### config.mk
export PLATFORM = sky130hd
export DESIGN_NAME = avg_accumulator
export DESIGN_NICKNAME = d
export VERILOG_FILES = /design/src/rtl/avg_accumulator.sv
export SDC_FILE = /design/constraint.sdc
export NUM_CORES = 1
export LEC_CHECK = 0
export BUFFER_PORTS_ARGS = -buffer_cell sky130_fd_sc_hd__buf_2
export CORE_ASPECT_RATIO = 1.25
export CORE_MARGIN = 4
export CORE_UTILIZATION = 41
export CTS_CLUSTER_SIZE = 24
export DETAILED_ROUTE_END_ITERATION = 10
export GPL_TIMING_DRIVEN = 1
export PLACE_DENSITY_LB_ADDON = 0.12
export SLEW_MARGIN = 30
export SYNTH_ARGS = -nofsm -noshare
export SYNTH_HDL_FRONTEND = slang
export SYNTH_SLANG_ARGS = --single-unit
### constraint.sdc
create_clock -name clk -period 3 [get_ports clk]
set_input_delay 0.15 -clock clk [delete_from_list [all_inputs] [get_ports clk]]
set_output_delay 0.15 -clock clk [all_outputs]
set_load 0.01 [all_outputs]
### src/rtl/avg_accumulator.sv
`timescale 1ns/1ps
// -----------------------------------------------------------------------------
// avg_accumulator
//
// Block averager that sits in front of a shared 64-bit start/ready divider.
// Sums NUM_SAMPLES unsigned samples, hands the block sum to the divider with a
// one-cycle start pulse, captures quotient/remainder when the divider reports
// ready, optionally rounds half up, and presents the average with a one-cycle
// avg_valid pulse. Accumulation of the next block never stalls. A block that
// completes while the divider path is not idle is dropped and flagged by the
// sticky overrun bit.
//
// Ports:
//   clk           rising-edge clock
//   rst_n         synchronous active-low reset
//   sample_valid  qualifies sample
//   sample        unsigned measurement, W bits
//   div_start     one-cycle start pulse to the divider
//   div_divident  block sum, held from start until the divider is ready again
//   div_divider   constant NUM_SAMPLES
//   div_quotient  divider quotient
//   div_reminder  divider remainder
//   div_ready     divider idle / result valid
//   avg_valid     one-cycle pulse, avg and avg_rem valid
//   avg           block average, held until the next avg_valid
//   avg_rem       unrounded division remainder
//   overrun       sticky, a completed block was dropped
//   busy          FSM is not idle
// -----------------------------------------------------------------------------
module avg_accumulator #(
  parameter int unsigned   N           = 64,
  parameter int unsigned   W           = 32,
  parameter logic [N-1:0]  NUM_SAMPLES = N'(100000),
  parameter bit            ROUND       = 1'b0
) (
  input  logic         clk,
  input  logic         rst_n,
  input  logic         sample_valid,
  input  logic [W-1:0] sample,
  output logic         div_start,
  output logic [N-1:0] div_divident,
  output logic [N-1:0] div_divider,
  input  logic [N-1:0] div_quotient,
  input  logic [N-1:0] div_reminder,
  input  logic         div_ready,
  output logic         avg_valid,
  output logic [N-1:0] avg,
  output logic [N-1:0] avg_rem,
  output logic         overrun,
  output logic         busy
);

  typedef enum logic [2:0] {
    S_SYNC,   // waiting for a possibly stale division to drain after reset
    S_IDLE,   // ready to launch the next block
    S_START,  // start pulse to the divider
    S_GUARD,  // divider ready still reflects the previous idle state
    S_WAIT,   // waiting for the quotient
    S_DONE    // average presented
  } state_t;

  localparam logic [N-1:0] LAST_IDX = NUM_SAMPLES - N'(1);

  state_t       state, state_next;
  logic [N-1:0] acc;
  logic [N-1:0] cnt;
  logic [N-1:0] sum_next;
  logic         block_done;
  logic         load_div;
  logic         capture;
  logic [N:0]   rem_x2;
  logic         round_up;

  // ---------------------------------------------------------------------------
  // Accumulator: runs independently of the FSM so sampling never stalls.
  // ---------------------------------------------------------------------------
  assign sum_next   = acc + N'(sample);
  assign block_done = sample_valid && (cnt == LAST_IDX);

  // NOTE: sequential state is assigned with <= so every register samples the
  // pre-edge values; blocking = here would create order-dependent behaviour.
  always_ff @(posedge clk) begin
    if (!rst_n) begin
      acc <= '0;
      cnt <= '0;
    end else if (sample_valid) begin
      if (block_done) begin
        // The completing sample belongs to the finished block (in sum_next);
        // the next block starts empty.
        acc <= '0;
        cnt <= '0;
      end else begin
        acc <= sum_next;
        cnt <= cnt + N'(1);
      end
    end
  end

  // ---------------------------------------------------------------------------
  // Control FSM
  // ---------------------------------------------------------------------------
  always_ff @(posedge clk) begin
    if (!rst_n) begin
      state <= S_SYNC;
    end else begin
      state <= state_next;
    end
  end

  // NOTE: every signal written here gets a default first, so no path leaves a
  // value unassigned and no latch is inferred.
  always_comb begin
    state_next = state;
    load_div   = 1'b0;
    capture    = 1'b0;
    unique case (state)
      S_SYNC:  if (div_ready) state_next = S_IDLE;
      S_IDLE: begin
        if (block_done) begin
          load_div   = 1'b1;
          state_next = S_START;
        end
      end
      S_START: state_next = S_GUARD;
      // The divider drops ready only after it has sampled start, so ready is
      // meaningless for one cycle.
      S_GUARD: state_next = S_WAIT;
      S_WAIT: begin
        if (div_ready) begin
          capture    = 1'b1;
          state_next = S_DONE;
        end
      end
      S_DONE:  state_next = S_IDLE;
      default: state_next = S_SYNC;
    endcase
  end

  // Round half up: compare 2*rem against the divisor with one extra bit so the
  // doubling can never wrap.
  assign rem_x2   = {div_reminder, 1'b0};
  assign round_up = ROUND && (rem_x2 >= {1'b0, NUM_SAMPLES});

  always_ff @(posedge clk) begin
    if (!rst_n) begin
      div_divident <= '0;
      avg          <= '0;
      avg_rem      <= '0;
      overrun      <= 1'b0;
    end else begin
      if (load_div) begin
        div_divident <= sum_next;
      end
      if (capture) begin
        avg     <= div_quotient + N'(round_up);
        avg_rem <= div_reminder;
      end
      // Any block that completes outside IDLE is discarded, never queued.
      if (block_done && (state != S_IDLE)) begin
        overrun <= 1'b1;
      end
    end
  end

  assign div_start   = (state == S_START);
  assign avg_valid   = (state == S_DONE);
  assign busy        = (state != S_IDLE);
  assign div_divider = NUM_SAMPLES;

endmodule

==> run_results.csv, run 1 <==
group,metric,value,unit
detailed_routing,routed_via_density,5.28,
power,power.switching_fraction,27.0,%
detailed_routing,wire_length_per_cell_after_detailed_routing,17.7,um
floorplanning,die_width,182,um
timing,timing_worst_slew_pin_value,1.02,ns
detailed_routing,drc,0,
timing,maximum_frequency_from_static_timing_analysis,345,MHz
timing,final_period_minus_worst_setup_slack,2.90,ns
timing,rsz0062_at_grt,"no",
power,comb_power_share,14.8,%
cts,clkSinkCount,324,
critical_path,crit_path_max_fanout,6,
cts,clk-insertion-delay-late,0.55,ns
synth,netlist_instances,1974,
place,buffer_ports.inserted,359,
timing,total_of_endpoints_with_negative_setup_slack_in_the_final_report,0,
synth,synthFlopType,"sky130_fd_sc_hd__dfxtp_1",
cts,worst_path_clk_slew,0.06,ns
final_layout,fillCellCount,3479,
timing,finalClockSkew,0.0191,ns
cts,clock_tree.htree_level_count,2,
cts,tritoncts,"yes",
critical_path,crit_path_start_kind,"register",
critical_path,cp.required,3.42,ns
detailed_routing,drt_total_wl,52.8,mm
timing,final.setup.tns,0,ns
global_routing,grt_pass1_vias,15000,
place,place.gp.congestion,0.920,
cts,clockRootBuffer,"sky130_fd_sc_hd__clkbuf_16",
detailed_routing,detailed_routing_iterations_pass_1,6,
floorplanning,die_y,225,um
global_routing,grt_antenna_before_repair,5,
final_layout,layout_nets,2659,
synth,async_flop_share,0,%
timing,number_of_max_slew_violations_in_the_final_report,0,
critical_path,critical_path_arrival,3.32,ns
detailed_routing,vias,15700,
global_routing,grt_pass1_wl,79.8,mm
floorplanning,dieArea,41000,um2
timing,finalHoldViolCount,0,
power,power.internal,7700,uW
detailed_routing,antenna_violating_nets_post_route,0,
run_status,run_status,"complete, no violations",
critical_path,path_class,"reg2reg",
timing,post-route-period-util,96.5,%
timing,timing.max_slew.rel_slack,31.4,%
global_routing,grt_use_total,23.9,%
final_layout,areaGrowthSynthToFinish,32.7,%
synth,synth_edf_count,0,
power,power.net_switching,2850,uW
synth,yosysWarningCount,0,
synth,synth_sequential_area_ratio,41.8,%
synth,synth_cell_types,79,
flow_run,drv_cap,0,
final_layout,post_route_cells_drive_above_1_share,22.1,%
floorplanning,rows,79,
synth,cell_area_after_technology_mapping,15500,um2
min_path,min_path_type,"in2reg",
global_routing,globalRoute.totalOverflow,0,
power,pwr_density_cell,512,nW/um2
floorplanning,io_pins,424,
power,power.sequential.fraction,41.9,%
critical_path,timing.critical_path.to_type,"register",
synth,avgSynthCellArea,7.86,um2
synth,synth_seq_cells,324,
cts,cts_buffers,36,
cts,cts_buffer_depth,3,
place,detailed_place_hpwl,38.1,mm
detailed_routing,first_iter_violations,923,
power,clkPwrFrac,43.3,%
power,fin_total_pwr,10500,uW
floorplanning,start_util,41.6,%
power,ir_worst_vdd,0.331,mV
power,pleak,0.00862,uW
global_routing,grt_start_max_net_pins,186,
floorplanning,placeableCoreArea,37300,um2
worst paths after layout:
path | start | endpoint | slack, ns | cells after the start
worst max register to register | acc[0] | acc[56] | 0.10 | 10
worst min-delay path | sample[19] | div_divident[19] | 0.07 | 4
worst max-delay path | acc[0] | acc[56] | 0.10 | 10
worst min register to register | div_divident[10] | div_divident[10] | 0.45 | 2
critical path, cell delays in order, from the launching register on:
cell	delay, ns
sky130_fd_sc_hd__dfxtp_1	0.31
sky130_fd_sc_hd__ha_1	0.20
sky130_fd_sc_hd__fa_1	0.40
sky130_fd_sc_hd__a21o_1	0.22
sky130_fd_sc_hd__a221o_2	0.37
sky130_fd_sc_hd__a22oi_1	0.22
sky130_fd_sc_hd__a31o_4	0.25
sky130_fd_sc_hd__a2111oi_4	0.10
sky130_fd_sc_hd__o2111ai_1	0.34
sky130_fd_sc_hd__nor2_1	0.08
sky130_fd_sc_hd__mux2_2	0.27
power by group through the flow:
stage | logic, uW | registers, uW | clock network, uW
6_report | 1560 | 4420 | 4570
5_1_grt | 1690 | 4430 | 4830
4_1_cts | 1510 | 4420 | 4660
3_5_place_dp | 1360 | 4510 | 0
3_3_place_gp | 1370 | 4510 | 0
2_1_floorplan | 936 | 4500 | 0
metal layers:
layer	up-vias	routed length [um]	track usage [%]
met5	-	13	0
met4	2	2500	10.5
met3	145	3200	4.75
met2	518	26300	42.6
met1	7393	20700	27.7
li1	7645	-	-
timing repair:
action | CTS | global route
gates resized for setup | 0 | 23
hold buffers | 131 | 0
setup endpoints to repair | 0 | 56
buffers inserted | 0 | 4
hold endpoints to repair | 135 | 0
cell families after synthesis:
family	count (synthesis)	share of synthesized area [%]
DFF	324	41.8
xor gates and xnor gates	118	6.66
and+or+nand+nor	834	24.3
AOI/OAI and AO/OA	445	17.1
other	2	0.0484
buffers and inverters	212	6.95
adders and majority gates	34	2.79
muxes	5	0.331
registers in the layout, summed over array words and instances, names as in the netlist:
register and count:
acc 64, avg 64, avg_rem 64, cnt 64, div_divident 64, state 3
overrun 1
cells in the mapped netlist (all sizes together) (30+ instances only):
library cell,number,area [um2]
xor2,65,569
nand3,52,260
buf,100,657
nor3,30,173
nand4,49,325
nor2,160,608
o21ai,80,400
nand2,418,1570
a21oi,237,1190
ha,33,413
dfxtp,324,6490
clkbuf,87,327
xnor2,53,464
final cells by class:
class	instances	area (um2)	share of cell area (%)
multi-input combinational	1500	8320	40.4
clock inverter	13	150	0.729
tap	486	608	2.95
clock buffer	51	1070	5.18
timing repair buffer	574	3850	18.7
inverter	25	98.8	0.480
sequential	324	6490	31.5
antenna	3	7.51	0.0365
stage by stage:
stage	cells	hold WS [ns]	utilization, %	setup WS, ns	instance area (um2)
6_report	2976	0.0717	55.3	0.105	20600
5_1_grt	2974	0.134	55.2	0.00236	20600
4_1_cts	2969	0.0714	54.8	0.0135	20400
3_5_place_dp	2774	0.397	48.1	0.0408	17900
3_3_place_gp	2774	0.390	48.1	0.0712	17900
2_1_floorplan	2036	0.286	-	0.173	15700
cells in the final DEF, fill, tap and decap left out, types with 36 or more instances in the layout:
cell type and count:
sky130_fd_sc_hd__a21oi_1 236, sky130_fd_sc_hd__buf_2 359, sky130_fd_sc_hd__buf_4 75, sky130_fd_sc_hd__clkbuf_16 36, sky130_fd_sc_hd__conb_1 64, sky130_fd_sc_hd__dfxtp_1 324, sky130_fd_sc_hd__dlygate4sd3_1 131, sky130_fd_sc_hd__nand2_1 415
sky130_fd_sc_hd__nand3_1 51, sky130_fd_sc_hd__nand4_1 46, sky130_fd_sc_hd__nor2_1 158, sky130_fd_sc_hd__o21ai_1 47, sky130_fd_sc_hd__xnor2_1 53, sky130_fd_sc_hd__xor2_1 65
Note: power is estimated with default switching activity, not from simulation.
==> run 2: changes to the inputs <==
--- a/config.mk
+++ b/config.mk
@@ -10,4 +10,5 @@
 export CORE_MARGIN = 4
 export CORE_UTILIZATION = 41
+export CTS_CLUSTER_DIAMETER = 150
 export CTS_CLUSTER_SIZE = 24
 export DETAILED_ROUTE_END_ITERATION = 10
==> constraint.sdc (replaced) <==
create_clock -name clk -period 3 [get_ports clk]
set_input_delay 0.75 -clock clk [delete_from_list [all_inputs] [get_ports clk]]
set_output_delay 0.75 -clock clk [all_outputs]
set_load 0.01 [all_outputs]
==> run_results.csv, run 2 (same netlist as run 1, synthesis figures left out) <==
group,metric,value,unit
place,buffer_ports.inserted,359,
floorplanning,io_pins,424,
critical_path,critical_path_arrival,3.29,ns
power,ir_worst_vdd,0.335,mV
global_routing,grt_start_max_net_pins,129,
cts,cts_buffer_depth,3,
global_routing,globalRoute.totalOverflow,0,
detailed_routing,first_iter_violations,988,
timing,fin_ws,0.123,ns
cts,worst_path_clk_slew,0.10,ns
global_routing,grt_pass1_vias,14500,
global_routing,grt_use_total,24.3,%
cts,cts_buffers,17,
timing,final_period_minus_worst_setup_slack,2.88,ns
timing,post-route-period-util,95.9,%
place,dpl_cell_area,18700,um2
flow_run,drv_cap,0,
timing,timing_worst_slew_pin_value,0.616,ns
cts,postCtsSetupRepairBufs,0,
timing,timing.max_slew.rel_slack,58.9,%
final_layout,mostFrequentLayoutCells,"sky130_fd_sc_hd__nand2_1, sky130_fd_sc_hd__buf_2, sky130_fd_sc_hd__dfxtp_1",
cts,tritoncts,"yes",
power,pleak,0.00814,uW
floorplanning,rows,79,
cts,clock_tree.htree_level_count,1,
global_routing,grt_antenna_before_repair,4,
timing,total_of_endpoints_with_negative_setup_slack_in_the_final_report,0,
global_routing,grt_pass1_wl,81.3,mm
detailed_routing,detailed_routing_iterations_pass_1,5,
critical_path,rrSetupSlack,0.13,ns
floorplanning,start_util,41.6,%
cts,ctsResizeCount,0,
place,detailed_place_hpwl,41.1,mm
timing,maximum_frequency_from_static_timing_analysis,348,MHz
cts,clockRootBuffer,"sky130_fd_sc_hd__clkbuf_16",
power,fin_total_pwr,8620,uW
critical_path,path_class,"in2reg",
final_layout,post_route_cells_drive_above_1_share,24.9,%
timing,finalHoldViolCount,0,
floorplanning,dieArea,41000,um2
cts,clk-insertion-delay-late,0.54,ns
timing,finalClockSkew,0.0396,ns
cts,clkSinkCount,324,
final_layout,layout_nets,2600,
timing,rsz0062_at_grt,"yes",
run_status,run_status,"complete, no violations",
timing,number_of_max_slew_violations_in_the_final_report,0,
detailed_routing,antenna_violating_nets_post_route,0,
final_layout,fillCellCount,3705,
critical_path,crit_path_start_kind,"primary input",
final_layout,areaGrowthSynthToFinish,23.6,%
place,place_ws,-0.362,ns
detailed_routing,drc,0,
detailed_routing,drt_total_wl,53.3,mm
detailed_routing,routed_via_density,5.24,
cts,holdBufCountCts,0,
floorplanning,die_y,225,um
detailed_routing,wire_length_per_cell_after_detailed_routing,18.4,um
power,pwr_density_cell,450,nW/um2
critical_path,cp.required,3.41,ns
critical_path,timing.critical_path.to_type,"register",
floorplanning,die_width,182,um
floorplanning,placeableCoreArea,37300,um2
detailed_routing,vias,15100,
min_path,min_path_type,"in2reg",
final_layout,most_common_cell_after_layout_fill_and_taps_aside,"sky130_fd_sc_hd__nand2_1",
final_layout,finish.instance_area,19200,um2
place,place.gp.congestion,0.928,
critical_path,crit_path_max_fanout,4,
## run 2: changes by cell type in the layout (fill, tap and decap cells not counted), sizes merged
cell / previous run / this run
clkbuf: 51 / 17
inv: 26 / 25
bufinv: 2 / 0
dlygate4sd3: 131 / 0
clkinvlp: 2 / 0
clkinv: 8 / 2
buf: 443 / 534
## run 2: per-layer routing
metal | GRT usage [%] | routed length [um] | vias up
li1 | - | - | 7502
met1 | 30.1 | 21900 | 7182
met2 | 44.5 | 27600 | 391
met3 | 3.42 | 2440 | 74
met4 | 6.20 | 1330 | 0
met5 | 0 | 0 | -
## run 2: stage by stage
stage	TNS (ns)	util [%]	hold slack, ns	cells
floorplan	-0.343	-	0.429	2036
global placement	-17.77	50.2	0.438	2869
detailed placement	-20.71	50.2	0.441	2869
CTS	0	51.4	0.413	2888
global route	-0.0271	51.5	0.418	2891
finish	0	51.5	0.440	2891
## run 2: critical path: stages
cell and delay (ns):
sky130_fd_sc_hd__buf_2 0.11, sky130_fd_sc_hd__ha_1 0.32, sky130_fd_sc_hd__a21o_1 0.19, sky130_fd_sc_hd__a21oi_1 0.35, sky130_fd_sc_hd__a211oi_1 0.20, sky130_fd_sc_hd__o211ai_1 0.39
sky130_fd_sc_hd__a21oi_1 0.13, sky130_fd_sc_hd__a2111oi_1 0.44, sky130_fd_sc_hd__buf_4 0.21, sky130_fd_sc_hd__xor2_1 0.14, sky130_fd_sc_hd__o21ai_1 0.07
## run 2: path summary, 6_finish.rpt
kind / from / endpoint / cells after the start
max: sample[3] / acc[31] / 11
min: div_quotient[63] / avg[63] / 3
max reg2reg: acc[3] / acc[31] / 10
min reg2reg: div_divident[4] / div_divident[4] / 2
## run 2: report_power, final
group	internal, uW	switching, uW	total, uW
sequential	4370	49.8	4420
clock	1040	1470	2510
combinational	754	941	1700
## run 2: layout make-up
type                       instances  area, um2  share of cell area (%)
antenna                            3       7.51                  0.0392
clock buffer                      17        425                    2.22
clock inverter                     2       25.0                   0.131
inverter                          25       98.8                   0.515
multi-input combinational       1500       8300                    43.3
sequential                       324       6490                    33.8
tap                              486        608                    3.17
timing repair buffer             534       3220                    16.8
